<file path="config.mk">
export PLATFORM = sky130hd
export DESIGN_NAME = mac_serial_ctrl
export DESIGN_NICKNAME = d
export VERILOG_FILES = /design/src/rtl/mac_serial_pkg.sv /design/src/rtl/mac_serial_slicer.sv /design/src/rtl/mac_serial_ctrl.sv
export SDC_FILE = /design/constraint.sdc
export NUM_CORES = 1
export LEC_CHECK = 0
export BUFFER_PORTS_ARGS = -buffer_cell sky130_fd_sc_hd__buf_2
export CAP_MARGIN = 40
export CORE_MARGIN = 4
export CORE_UTILIZATION = 40
export CTS_BUF_LIST = sky130_fd_sc_hd__clkbuf_4 sky130_fd_sc_hd__clkbuf_8
export DETAILED_ROUTE_END_ITERATION = 8
export PLACE_DENSITY = 0.68
export SLEW_MARGIN = 20
export SYNTH_ARGS = -nofsm -noshare
export SYNTH_HDL_FRONTEND = slang
export SYNTH_SLANG_ARGS = --single-unit
</file>
<file path="constraint.sdc">
create_clock -name clk -period 4.8 [get_ports clk]
set_input_delay 0 -clock clk [delete_from_list [all_inputs] [get_ports clk]]
set_output_delay 0 -clock clk [all_outputs]
set_load 0.02 [all_outputs]
</file>
<file path="src/rtl/mac_serial_pkg.sv">
// Shared types and helpers for the multibit-serial MAC: FSM states and the
// precision-to-chunk-count rule used by both the controller and the datapath checks.
package mac_serial_pkg;

    typedef enum logic [1:0] {IDLE, SHIFT, DRAIN, FLUSH} state_t;

    localparam int CFG_MAX = 8;

    // Each set config bit halves the active weight width; never fewer than one chunk.
    function automatic int act_chunks(input logic [CFG_MAX-1:0] cfg,
                                      input int w_width, input int n_width);
        int pop;
        int nc;
        pop = 0;
        for (int i = 0; i < CFG_MAX; i++) pop += int'(cfg[i]);
        nc = (w_width >> pop) / n_width;
        return (nc < 1) ? 1 : nc;
    endfunction

    function automatic logic is_thermo(input logic [CFG_MAX-1:0] cfg);
        return (cfg & (cfg + CFG_MAX'(1))) == '0;
    endfunction

endpackage

</file>
<file path="src/rtl/mac_serial_slicer.sv">
// Weight chunk mux: picks the cnt-th N_WIDTH-bit slice of the held weight, LSB first.
module mac_serial_slicer #(
    parameter int W_WIDTH = 8,
    parameter int N_WIDTH = 2,
    parameter int CNT_W   = 2
) (
    input  logic [W_WIDTH-1:0] w_reg,
    input  logic [CNT_W-1:0]   cnt,
    output logic [N_WIDTH-1:0] chunk
);
    localparam int NCH = W_WIDTH / N_WIDTH;

    logic [NCH-1:0][N_WIDTH-1:0] w_chunks;

    assign w_chunks = w_reg[NCH*N_WIDTH-1:0];

    always_comb begin
        chunk = '0;
        for (int i = 0; i < NCH; i++)
            if (cnt == CNT_W'(i)) chunk = w_chunks[i];
    end

endmodule

</file>
<file path="src/rtl/mac_serial_ctrl.sv">
// Drive side of the multibit-serial MAC: accepts (weight, activation) pairs, issues
// weight chunks LSB-first and sequences fsm_accu/fsm_last/accu_en/mac_clr/z_valid.
module mac_serial_ctrl
    import mac_serial_pkg::*;
#(
    parameter int W_WIDTH        = 8,
    parameter int A_WIDTH        = 8,
    parameter int N_WIDTH        = 2,
    parameter int CONFIG_W_WIDTH = 2,
    parameter int PLUS_WIDTH     = 4
) (
    input  logic                      clk,
    input  logic                      rst,
    input  logic [CONFIG_W_WIDTH-1:0] config_w,
    input  logic                      in_valid,
    output logic                      in_ready,
    input  logic [W_WIDTH-1:0]        in_w,
    input  logic [A_WIDTH-1:0]        in_a,
    input  logic                      in_last,
    output logic [N_WIDTH-1:0]        w_serial,
    output logic [A_WIDTH-1:0]        a,
    output logic                      fsm_accu,
    output logic                      fsm_last,
    output logic                      accu_en,
    output logic                      mac_clr,
    output logic                      z_valid,
    output logic                      acc_ovf,
    output logic                      cfg_err
);
    localparam int NCH   = W_WIDTH / N_WIDTH;
    localparam int CNT_W = (NCH > 1) ? $clog2(NCH) : 1;
    localparam int ACC_W = PLUS_WIDTH + 1;
    localparam logic [ACC_W-1:0] ACC_MAX = ACC_W'(1) << PLUS_WIDTH;

    state_t                    state, state_nxt;
    logic [W_WIDTH-1:0]        w_reg;
    logic [A_WIDTH-1:0]        a_reg;
    logic                      last_reg;
    logic [CNT_W-1:0]          cnt;
    logic [CNT_W-1:0]          last_cnt;
    logic [CONFIG_W_WIDTH-1:0] cfg_reg;
    logic                      first_reg;
    logic [ACC_W-1:0]          acc_cnt;
    logic [N_WIDTH-1:0]        chunk;
    logic                      final_chunk;
    logic                      accept;

    mac_serial_slicer #(
        .W_WIDTH (W_WIDTH),
        .N_WIDTH (N_WIDTH),
        .CNT_W   (CNT_W)
    ) u_slicer (
        .w_reg (w_reg),
        .cnt   (cnt),
        .chunk (chunk)
    );

    always_comb begin
        last_cnt = CNT_W'(act_chunks(CFG_MAX'(cfg_reg), W_WIDTH, N_WIDTH) - 1);
    end

    assign final_chunk = (state == SHIFT) && (cnt == last_cnt);
    assign accept      = in_valid & in_ready;
    assign w_serial    = (state == SHIFT) ? chunk : '0;
    assign a           = a_reg;

    always_comb begin
        state_nxt = state;
        in_ready  = 1'b0;
        fsm_accu  = 1'b0;
        fsm_last  = 1'b0;
        z_valid   = 1'b0;
        mac_clr   = 1'b0;
        case (state)
            IDLE: begin
                in_ready = 1'b1;
                if (in_valid) state_nxt = SHIFT;
            end
            SHIFT: begin
                fsm_accu = (cnt == '0);
                fsm_last = final_chunk;
                // Accepting on the final chunk keeps back-to-back items bubble-free.
                in_ready = final_chunk & ~last_reg;
                if (final_chunk) state_nxt = (in_valid & ~last_reg) ? SHIFT : DRAIN;
            end
            DRAIN: begin
                if (last_reg) begin
                    state_nxt = FLUSH;
                end else begin
                    in_ready  = 1'b1;
                    state_nxt = in_valid ? SHIFT : IDLE;
                end
            end
            FLUSH: begin
                z_valid   = 1'b1;
                mac_clr   = 1'b1;
                state_nxt = IDLE;
            end
            default: state_nxt = IDLE;
        endcase
    end

    always_ff @(posedge clk) begin
        if (rst) begin
            state     <= IDLE;
            w_reg     <= '0;
            a_reg     <= '0;
            last_reg  <= 1'b0;
            cnt       <= '0;
            cfg_reg   <= '0;
            first_reg <= 1'b1;
            acc_cnt   <= '0;
            accu_en   <= 1'b0;
            acc_ovf   <= 1'b0;
            cfg_err   <= 1'b0;
        end else begin
            state   <= state_nxt;
            // z picks up the finished product one edge after its final chunk.
            accu_en <= final_chunk;
            if (accept) begin
                w_reg     <= in_w;
                a_reg     <= in_a;
                last_reg  <= in_last;
                cnt       <= '0;
                first_reg <= 1'b0;
                if (first_reg) begin
                    cfg_reg <= config_w;
                    if (!is_thermo(CFG_MAX'(config_w))) cfg_err <= 1'b1;
                end
                if (acc_cnt == ACC_MAX) acc_ovf <= 1'b1;
                else                    acc_cnt <= acc_cnt + ACC_W'(1);
            end else if ((state == SHIFT) && !final_chunk) begin
                cnt <= cnt + CNT_W'(1);
            end
            if (state == FLUSH) begin
                acc_cnt   <= '0;
                first_reg <= 1'b1;
            end
        end
    end

endmodule

</file>
Word-level counts from Yosys, hierarchy flattened:

Cells that the tools add are included.
W data, S select, Z words.

* add/subtract/negate cells: 6
* multiply operators: 0
* div/mod/pow operators: 0
* $lt $le $gt $ge: 1
* equality and inequality tests: 10
* shift-type cells: 1
* muxes and demuxes: 17
* bitwise logic cells: 8
* reduce and logical (&&, ||, !) cells: 13

Operators by type and width (number)
* $add A32 B1 Y32: 1
* $lt A32 B2 Y1 const B: 1
* $shr A4 B2 Y32 const A: 1
* $mux W2: 10
* $eq A2 B2 Y1 const B: 4
* $logic_not A8 Y1: 1
* $pmux W2 S4: 1
* $reduce_and A2 Y1: 4
* $add A5 B1 Y5 const B: 1
* $eq A5 B5 Y1 const B: 1
* $mux W1: 5
* $and A1 B1 Y1: 4
* $eq A2 B1 Y1 const B: 2
* $logic_not A2 Y1: 2
* $ne A2 B2 Y1 const B: 2
* $reduce_or A2 Y1: 2
* $add A2 B1 Y3 const B: 1
* $and A2 B3 Y3: 1
* $not A1 Y1: 3
* $pmux W1 S3: 1
* $reduce_and A3 Y1: 1
* $add A1 B1 Y2: 1
* $add A2 B1 Y2 const B: 1
* $eq A2 B2 Y1: 1
* 3 further kinds: 4

* bits in registers: 32
* latch bits: 0
* memory bits (writable): 0
* ROM bits: 0
* input port bits: 22
* output and inout port bits: 18
* memories kept: 0

Depth between registers and ports, before layout:

Gate-level depths: netlist of run 1.

* word-level depth: 13
* depth in mapped cells: 7

Hierarchy:

Synthesis of run 1 repeated with hierarchy kept, for this count alone.

* cells, all modules: 152
* area, all modules: 1472.7 um^2

Modules (own cells, without submodules)
* mac_serial_ctrl: instances 1, cells each 150, area an instance 1420.1 um^2
* mac_serial_slicer: instances 1, cells each 2, area an instance 52.6 um^2

Worst setup path after synthesis of run 1:

Ideal clock, no wire load.

* path kind: reg2reg
* start point: register cnt[1]
* end point: register a_reg[0] (netlist: a[0])
* arrival: 1.417 ns
* data required time: 4.672 ns
* slack: 3.256 ns
* cell stages (with the launch flop): 8
* path buffers: 2
* clock period less this slack: 1.544 ns
* path through: dfxtp_1 -> or2b_1 -> o211ai_2 -> a21o_1 -> buf_4 -> buf_6 -> mux2i_1 -> nor2_1

* cells in the longest elaborated chain, start to end: 5

RTL lines
* from (decl): line mac_serial_ctrl.sv:39 `logic [CNT_W-1:0] cnt;`
* from (signal assigned): line mac_serial_ctrl.sv:133 `cnt <= cnt + CNT_W'(1);`
* $eq A2 B2 Y1: line mac_serial_ctrl.sv:62 `assign final_chunk = (state == SHIFT) && (cnt == last_cnt);`
* $logic_and A1 B1 Y1: line mac_serial_ctrl.sv:62
* $and A1 B1 Y1: line mac_serial_ctrl.sv:83 `in_ready = final_chunk & ~last_reg;`
* $pmux W1 S3: line mac_serial_ctrl.sv:74 `case (state)`
* $and A1 B1 Y1: line mac_serial_ctrl.sv:63 `assign accept = in_valid & in_ready;`
* to (signal assigned): line mac_serial_ctrl.sv:122 `a_reg <= in_a;`
* to (decl): line mac_serial_ctrl.sv:37 `logic [A_WIDTH-1:0] a_reg;`

No other way between the ends.
A chain may end at the register's enable or synchronous reset.

Final worst setup path of run 1:

* start point: register cnt[1]
* end point: register a_reg[6] (netlist: a[6])

The elaborated chain is that of the path after synthesis.

==> impl_results.md, run 1 <==
* Reg area at 641 sq um
* Final hold viol count at 0
* Ys Warns at 0
* Startpoint Class: flop
* I/O pins at 40
* CTS buffer count at 5
* Crit path max fanout at 17
* # rows at 21
* Final period utilization at between 30% and 40%
* Final Wtd Congestion at 0.741
* NumNets Final at approximately 260
* Sum Neg Setup Slack at 0 ns
* Inserted Diodes at 0
* Min cycle time layout at roughly 1.9 ns
* First-pass GRT wire length at 5490 microns
* Initial antenna violation count at 0
* Pwr/cell area at around 310 mW/mm^2
* Detailed Route WL at approximately 3300 microns
* Max incr delay on CP at ~0.42 ns
* CTS tree: built
* Gr ovfl total at 0
* Distinct cells, synth at 36
* Via density at approximately 4.8
* Endpoints failing setup at 0
* Worst-path cell chain: or2b_1 -> o211ai_2 -> a21o_1 -> buf_16 -> mux2i_1 -> nor2_1
* Post-synth top flop: dfxtp_1
* Static leakage power at approximately 0.89 nW
* Worst-case hold slack at 0.0387 ns
* Largest net degree at the start of global routing at 29
* CTS root buffer: clkbuf_8
* Synth Area per Inst at 8.63 sq um
* Setup CP Type: flop to flop
* Layout filler cell count at 343
* Initial DRC count at 70
* Ratio of cells with drive above 1 in the final layout at 22.1%
* #FFs+latches synth at 32
* Worst slew margin at a little over half
* Worst EP required at roughly 5.0 ns
* Antenna viol nets, final at 0
* Max Clk Rate at 527 MHz
* Most common cell after layout, fill and taps aside: buf_2
* Syn-to-layout area delta at 34.7%
* EDFF count, synth at 0
* Worst slew pin tran at between 0.7 and 0.8 ns
* Vias in the first global route at between 1000 and 1500
* Routed wire per std cell at 11.8 microns
* Dpl hpwl at around 2200 microns
* Status: complete, no violations
* CTS sink cnt at 32
* Sequential area share after synthesis at 43.1%
* Pre-antenna DRT Iters at 4
* Syn nets at 200
* Width of the die at 68.9 microns
* Total power at just over 0.0006 W
* Clk slew on worst S/H paths at ~0.07 ns
* Fin. max-slew vios at 0
* Port Buf Inserts at 39
* Die area at between 0.004 and 0.005 sq mm
* Initial Utilization at between 40% and 50%
* Chip height at 68.9 microns
* Most frequent cells in the layout: buf_2, dfxtp_1, a21oi_1
* Total GRT Usage at roughly 16%
* Setup crit end kind: flop
* Max clock buf depth at 2
* Multi-input logic area at around 770 sq um
* VDD IR max at ~0.00019 V
* Crit path arrival time at between 2 and 2.5 ns
* Clk_skew at between 0.006 and 0.007 ns
* Via Count at about 1300
* Crit-path slowest cell: a21o_1
* Post-synth ARST share at 0%
* Drc violations at 0
* Mapped cell area at 0.00149 sq mm
* Clock Latency Late Sink at 0.28 ns
* Synth Instances at roughly 170
* CORE AREA at 0.00347 sq mm
* RSZ-0062 raised after global routing: no
* Max-cap violation count at 0
* Hold crit path type: input port to flop
* CTS H-tree depth at 2
==> routing by layer <==
metal  track usage (%)  vias to the layer above  wire [microns]
met5                 0                        -               0
met4              7.30                        0              66
met3              5.83                        6             239
met2              25.6                       35            1480
met1              17.7                      592            1480
li1                  -                      701               -
==> cell families after synthesis <==
kind of cell	share of synthesized area, %
multiplexers	8.09
AND/OR/NAND/NOR	21.7
flip-flops	43.1
AO/OA/AOI/OAI	15.7
adder cells (fa/ha/maj)	5.05
XOR/XNOR	1.18
buffers and inverters	5.22
==> where the power goes <==
| part | internal, W | leakage, nW | total (W) | switching [W] |
|---|---|---|---|---|
| Sequential | 0.000282 | 0.262 | 0.000295 | 0.0000130 |
| Clock | 0.000114 | 0.0510 | 0.000212 | 0.0000975 |
| Combinational | 0.0000556 | 0.578 | 0.000115 | 0.0000598 |
| Total | 0.000452 | 0.891 | 0.000622 | 0.000170 |
==> final timing paths <==
path / startpoint / endpoint / slack, ns / depth (start not counted)
min: in_valid / state[1] / 0.04 / 3
max reg2reg: cnt[1] / a[6] / 2.90 / 6
max: cnt[1] / a[6] / 2.90 / 6
min reg2reg: w_reg[1] / w_reg[1] / 0.46 / 2
==> synthesized netlist by cell type (3+ instances only) <==
master    number  share of area (%)
nor3_1         3                1.0
o21ai_1        4                1.3
nand3b_1       3                1.5
inv_1          8                2.0
mux2i_1       12                8.1
a21oi_1       21                7.1
nor2b_1        4                1.7
nand2_1       16                4.0
dfxtp_1       32                 43
nand3_1        4                1.3
o21ai_0        7                2.4
ha_1           6                5.1
nor2_1        20                5.1
or3_1          4                1.7
==> through the flow <==
stage / cell area [sq um] / std cells / worst slack (ns) / utilization, %
2_1_floorplan: 1490 / 172 / 3.26 / -
3_3_place_gp: 1690 / 249 / 2.71 / 48.7
3_5_place_dp: 1720 / 250 / 2.93 / 49.5
4_1_cts: 2000 / 277 / 2.92 / 57.7
5_1_grt: 2000 / 277 / 2.73 / 57.7
6_report: 2000 / 277 / 2.90 / 57.7
==> worst max-delay path: cells and delay by family (launching register included) <==
kind                   cells  cell delay (ns)
AO/OA/AOI/OAI              2             0.64
buffers and inverters      1             0.21
flip-flops                 1             0.37
multiplexers               1             0.21
AND/OR/NAND/NOR            2             0.33
==> timing repair <==
item                                   in CTS  in global routing
hold buffers                               19                  0
buffers inserted                            0                  0
resized for setup                           0                  0
endpoints found under the hold margin      19                  0
==> area by class of cell <==
cell class	instances	share of cell area, %
multi-input cells	124	38.3
flip-flops and latches	32	32.0
repair buffers	59	20.6
clock buffers	6	4.13
well taps	46	2.88
inverters	8	1.50
clock inverters	2	0.500
No activity file was read; power rests on OpenSTA's default activity.
==> inputs of run 2 (changes only) <==
- ABC_AREA: not set -> 1
- PLACE_DENSITY: 0.68 -> 0.69
- clock period: 4.8 -> 1.65 ns (I/O delays scaled with it)
==> impl_results.md, run 2 <==
* EDFF count, synth at 0
* Worst slew margin at about 70%
* Post-synth top area share at 41.1%
* Inserted Diodes at 0
* Depth of the worst register-to-register path at 8
* Post-route insts no fill at about 310
* Sequential area share after synthesis at between 40 and 50%
* Design area at 0.00215 sq mm
* Min cycle time layout at between 1.5 and 2 ns
* Chip height at between 70 and 80 microns
* Worst-path cell chain: inv_2 -> buf_6 -> ha_1 -> a21oi_1 -> o21ai_1 -> o21ai_1 -> nor2_1 -> buf_4
* Clk slew on worst S/H paths at approximately 0.070 ns
* Setup CP Type: flop to primary output
* Crit path arrival time at between 1.5 and 2 ns
* Clock Latency Late Sink at about 0.27 ns
* Final Wtd Congestion at 0.765
* CTS buffer count at 5
* Largest cells by area after synthesis: dfxtp_1, nand2_1, a21oi_1
* Top-count cell post-synth: nand2_1
* Pwr/cell area at about 1200 mW/mm^2
* Routed wire per std cell at around 12 microns
* Startpoint Class: flop
* Cell area after placement at ~0.0018 sq mm
* #FFs+latches synth at 32
* Detailed Route WL at roughly 3600 microns
* Vias in the first global route at 1314
* Max incr delay on CP at 0.36 ns
* Via Count at about 1500
* Total GRT Usage at 15.0%
* Initial antenna violation count at 0
* NumNets Final at ~300
* Static leakage power at 0.973 nW
* CTS tree: built
* Post-synth ARST share at 0%
* Width of the die at ~70 microns
* Worst-case hold slack at between 0.005 and 0.006 ns
* Ratio of cells with drive above 1 in the final layout at between 30 and 40%
* Post-Place Cells at between 200 and 300
* Most Frequent Cell on Critical Path: o21ai_1
* Die area at roughly 0.005 sq mm
* Critical path buffers and inverters at 3
* Initial Utilization at between 40% and 50%
* Reg-to-reg slack, setup at 0.14 ns
* Antenna viol nets, final at 0
* Cell family with most CP delay: flip-flops
* Gr ovfl total at 0
* WP depth at 8
* Port Buf Inserts at 39
* Sum Neg Setup Slack at 0 ns
* Worst setup path end: w_serial[0]
* CTS root buffer: clkbuf_8
* Endpoints failing setup at 0
* Crit path from: cnt[0]
* First-pass GRT wire length at approximately 6000 microns
* Initial DRC count at between 40 and 50
* Reg2reg end: a[2]
* Distinct cells, synth at 27
* CORE AREA at around 0.0037 sq mm
* Clk_skew at roughly 0.0067 ns
* Drc violations at 0
* Syn nets at between 200 and 250
* Syn-to-layout area delta at 38.2%
* CTS sink cnt at 32
* Post-Route Utilization at 58.0%
* Status: complete, no violations
* Via density at approximately 4.8
* Largest net degree at the start of global routing at 20
* Layout filler cell count at 351
* Mapped cell area at around 0.0016 sq mm
* Crit-path slowest cell: dfxtp_2
* RR Startpoint: cfg_reg[1]
* Fin. max-slew vios at 0
* CTS H-tree depth at 2
* Final hold viol count at 0
* Synth cell count leaders: nand2_1, dfxtp_1, inv_1
* Most frequent cells in the layout: nand2_1, buf_2, dfxtp_1
* Pre-antenna DRT Iters at 4
* Hold crit path type: input port to flop
* Most common cell after layout, fill and taps aside: nand2_1
* Dominant cell type by area after synthesis: dfxtp_1
* Dpl hpwl at around 2500 microns
* Synth Instances at 200
* Setup crit end kind: primary output
* Worst slew pin tran at between 0.4 and 0.5 ns
* Crit path max fanout at 4
* Ys Warns at 0
* RSZ-0062 raised after global routing: yes
* Final period utilization at a little over nine tenths
* # rows at 22
* VDD IR max at about 0.00074 V
* Worst EP required at between 1.5 and 2 ns
* Max-cap violation count at 0
* Max Clk Rate at about 650 MHz
* Post-synth top flop: dfxtp_1
* Synth Area per Inst at slightly below 8 sq um
* I/O pins at 40
* Max clock buf depth at 2
-- run 2: cell types whose count changed after synthesis, moves of 3 or more --
cell,previous run,this run
nand2_2,0,10
inv_1,8,21
nand2_1,16,38
nor2b_1,4,0
nand3b_1,3,0
or3_1,4,0
a21oi_2,1,10
o21ai_0,7,14
nand4_1,0,7
o21ai_1,4,1
mux2i_1,12,0
nor3_1,3,0
a21oi_1,21,18
-- run 2: power by group --
part / switching, W / internal, W / leakage (nW)
clock network: 0.000273 / 0.000532 / 0.0645
registers: 0.0000831 / 0.000877 / 0.263
logic: 0.000508 / 0.000349 / 0.645
total: 0.000864 / 0.00176 / 0.973
-- run 2: stage by stage --
| step | worst slack (ns) | total power, W |
|---|---|---|
| floorplan | 0.273 | 0.00152 |
| global placement | 0.125 | 0.00169 |
| detailed placement | 0.0840 | 0.00169 |
| CTS | 0.00285 | 0.00255 |
| global route | -0.0631 | 0.00278 |
| finish | 0.100 | 0.00262 |
-- run 2: how the worst min path moves through the flow --
stage,cells after the start,end,slack [ns],from
3_5_place_dp,3,a[0],0.26,in_a[0]
2_1_floorplan,2,cfg_reg[0],0.13,config_w[0]
6_report,3,w_reg[1],0.006,in_w[1]
3_3_place_gp,3,a[7],0.25,in_a[7]
5_1_grt,3,w_reg[1],0.03,in_w[1]
4_1_cts,3,w_reg[1],0.005,in_w[1]
-- run 2: area by class of cell --
| class | count | area (sq um) | share of cell area (%) |
|---|---|---|---|
| multi-input cells | 139 | 806 | 37.4 |
| inverters | 22 | 90.1 | 4.18 |
| flip-flops and latches | 32 | 643 | 29.8 |
| well taps | 48 | 60.1 | 2.79 |
| repair buffers | 64 | 429 | 19.9 |
| clock inverters | 1 | 30.0 | 1.39 |
| clock buffers | 7 | 96.3 | 4.47 |
-- run 2: kinds of logic after synthesis --
kind of cell,count (synthesis),synth area share [%]
simple gates,83,25.0
compound gates,46,18.2
flops,32,41.1
buf+inv,29,8.67
fa+ha+maj,6,4.82
xor+xnor,4,2.25
-- run 2: per-layer routing --
| metal | part of all wire, % | global-route usage, % | up-vias |
|---|---|---|---|
| li1 | - | - | 779 |
| met1 | 47 | 20.0 | 676 |
| met2 | 46 | 23.4 | 44 |
| met3 | 5.7 | 4.03 | 4 |
| met4 | 0.64 | 5.11 | 0 |
| met5 | 0 | 0 | - |
-- run 2: what timing repair did --
action	4_1_cts	5_1_grt
endpoints found under the setup margin	2	22
hold endpoints to repair	15	0
setup buffers	0	7
pin swaps	0	4
gates resized for setup	9	13
hold buffers	15	0
-- run 2: worst min-delay path: cells and delay by family --
kind / cells / cell delay [ns]
buffers and inverters: 1 / 0.08
AOI/OAI and AO/OA: 2 / 0.17
==> inputs of run 3 (changes only) <==
- ABC_AREA: 1 -> not set
- CTS_BUF_LIST: sky130_fd_sc_hd__clkbuf_4 sky130_fd_sc_hd__clkbuf_8 -> not set
- PLACE_DENSITY: 0.69 -> 0.7
==> impl_results.md, run 3 (same netlist as run 1, synthesis figures left out) <==
* Status: complete, but fails checks
* Failing checks: negative setup slack
* Setup CP Type: flop to flop
* Met2 Wirelength at approximately 1800 microns
* Worst slew margin at 65.6%
* Final Wtd Congestion at just over 0.8
* Static leakage power at around 0.98 nW
* Crit-path slowest cell: dfxtp_2
* M1 WL at 1640 microns
* RSZ-0062 raised after global routing: yes
* Chip height at 68.9 microns
* Reg area at around 650 sq um
* Drc violations at 0
* Ratio of cells with drive above 1 in the final layout at about a third
* # rows at 21
* Width of the die at around 69 microns
* Post-Route Utilization at 66.1%
* Port Buf Inserts at 39
* Crit path from: cfg_reg[1]
* Initial antenna violation count at 0
* Routed wire per std cell at approximately 13 microns
* Most frequent cells in the layout: buf_2, dfxtp_1, nor2_1
* Crit path arrival time at roughly 1.9 ns
* Max Clk Rate at 571 MHz
* Gr ovfl total at 0
* I/O pins at 40
* Pre-CTS setup slack at between 0.04 and 0.05 ns
* Initial Utilization at 42.8%
* Antenna viol nets, final at 0
* Initial DRC count at 46
* Endpoints failing setup at 14
* Worst EP required at 1.80 ns
* Top Metal Used: met4
* CTS sink cnt at 32
* Setup crit end kind: flop
* Largest net degree at the start of global routing at 29
* Dpl hpwl at 2310 microns
* Clock Latency Late Sink at about 0.29 ns
* Most common cell after layout, fill and taps aside: buf_2
* Min-delay src: in_valid
* Layout filler cell count at roughly 290
* Syn-to-layout area delta at 54.3%
* Hold crit path type: input port to flop
* RR Startpoint: cfg_reg[1]
* Final period utilization at 106%
* Vias in the first global route at ~1200
* Clk_skew at ~0.0055 ns
* Reg2reg end: cnt[1]
* Worst slew pin tran at just over 0.5 ns
* Final hold viol count at 0
* Reg-to-reg slack, setup at -0.10 ns
* Multi-input logic area at about 910 sq um
* Via Count at 1437
* NumNets Final at approximately 270
* Via density at between 4 and 5
* Final worst slack at -0.102 ns
* Clk slew on worst S/H paths at ~0.070 ns
* First-pass GRT wire length at 5360 microns
* Min cycle time layout at between 1.5 and 2 ns
* Pre-antenna DRT Iters at 4
* Inserted Diodes at 0
* CTS H-tree depth at 2
* Worst setup path end: cnt[1]
* Detailed Route WL at about 3900 microns
* Met3 routed WL at roughly 300 microns
* Depth of the worst register-to-register path at 6
* Startpoint Class: flop
* Worst-path cell chain: or2b_1 -> o211ai_4 -> buf_4 -> or2_1 -> mux2i_1 -> nor3_1
* Crit path max fanout at 4
* Die area at 0.00475 sq mm
* Total GRT Usage at between 15 and 20%
* Max incr delay on CP at ~0.37 ns
* CORE AREA at around 0.0035 sq mm
* Fin. max-slew vios at 0
* CTS buffer count at 5
* Max clock buf depth at 2
* Max-cap violation count at 0
* Pwr/cell area at about 840 mW/mm^2
* VDD IR max at 0.000631 V
* CTS root buffer: clkbuf_8
* CTS tree: built
run 3: changes by cell type in the layout (fill, tap and decap cells not counted), moves of 4 or more:
cell,delta
mux2i_1,+12
nand2_2,-10
dlygate4sd3_1,+4
nand2_1,-22
nand4_1,-7
or3_1,+4
inv_1,-12
a21oi_2,-4
run 3: area by class of cell:
cell class                      count  share of cell area, %
Multi-Input combinational cell    125                   39.7
Sequential cell                    32                   28.3
Timing Repair Buffer               72                   24.0
Clock buffer                        7                   3.77
Tap cell                           46                   2.51
Inverter                            8                   1.42
Clock inverter                      1                  0.328
run 3: power by group:
part / internal, W / switching [W] / total, W
registers: 0.000821 / 0.0000402 / 0.000862
logic: 0.000228 / 0.000215 / 0.000443
clock network: 0.000338 / 0.000284 / 0.000622
run 3: repair_timing:
item	CTS	global route
hold endpoints to repair	19	0
endpoints found under the setup margin	2	25
pin swaps	2	5
gates resized for setup	15	19
setup buffers	1	4
hold buffers	19	0
gates cloned	0	3
run 3: worst min path at each step:
stage | cells past startpoint | endpoint | slack [ns]
floorplan | 2 | w_reg[0] | 0.14
global placement | 3 | w_reg[6] | 0.23
detailed placement | 3 | a[7] | 0.24
CTS | 3 | state[1] | 0.04
global route | 3 | state[1] | 0.07
finish | 3 | state[1] | 0.05
run 3: worst max-delay path: cells and delay by family, from the launching register on:
| kind | cells | cell delay (ns) |
|---|---|---|
| buf+inv | 1 | 0.17 |
| mux | 1 | 0.28 |
| compound gates | 1 | 0.28 |
| simple gates | 3 | 0.52 |
| flops | 1 | 0.37 |
run 3: metrics by stage:
step / setup TNS (ns) / instances / cell area [sq um] / total power (W) / hold slack (ns)
after floorplan: 0 / 172 / 1490 / 0.00108 / 0.136
after global placement: 0 / 257 / 1760 / 0.00118 / 0.233
after detailed placement: 0 / 257 / 1760 / 0.00119 / 0.243
after CTS: 0 / 285 / 2100 / 0.00187 / 0.0378
after global routing: -2.00 / 291 / 2290 / 0.00202 / 0.0684
final: -0.570 / 291 / 2290 / 0.00193 / 0.0505
run 3: metal layers:
metal	vias to the layer above	GRT usage (%)
li1	731	-
met1	642	18.2
met2	56	24.0
met3	8	6.32
met4	0	8.27
met5	-	0
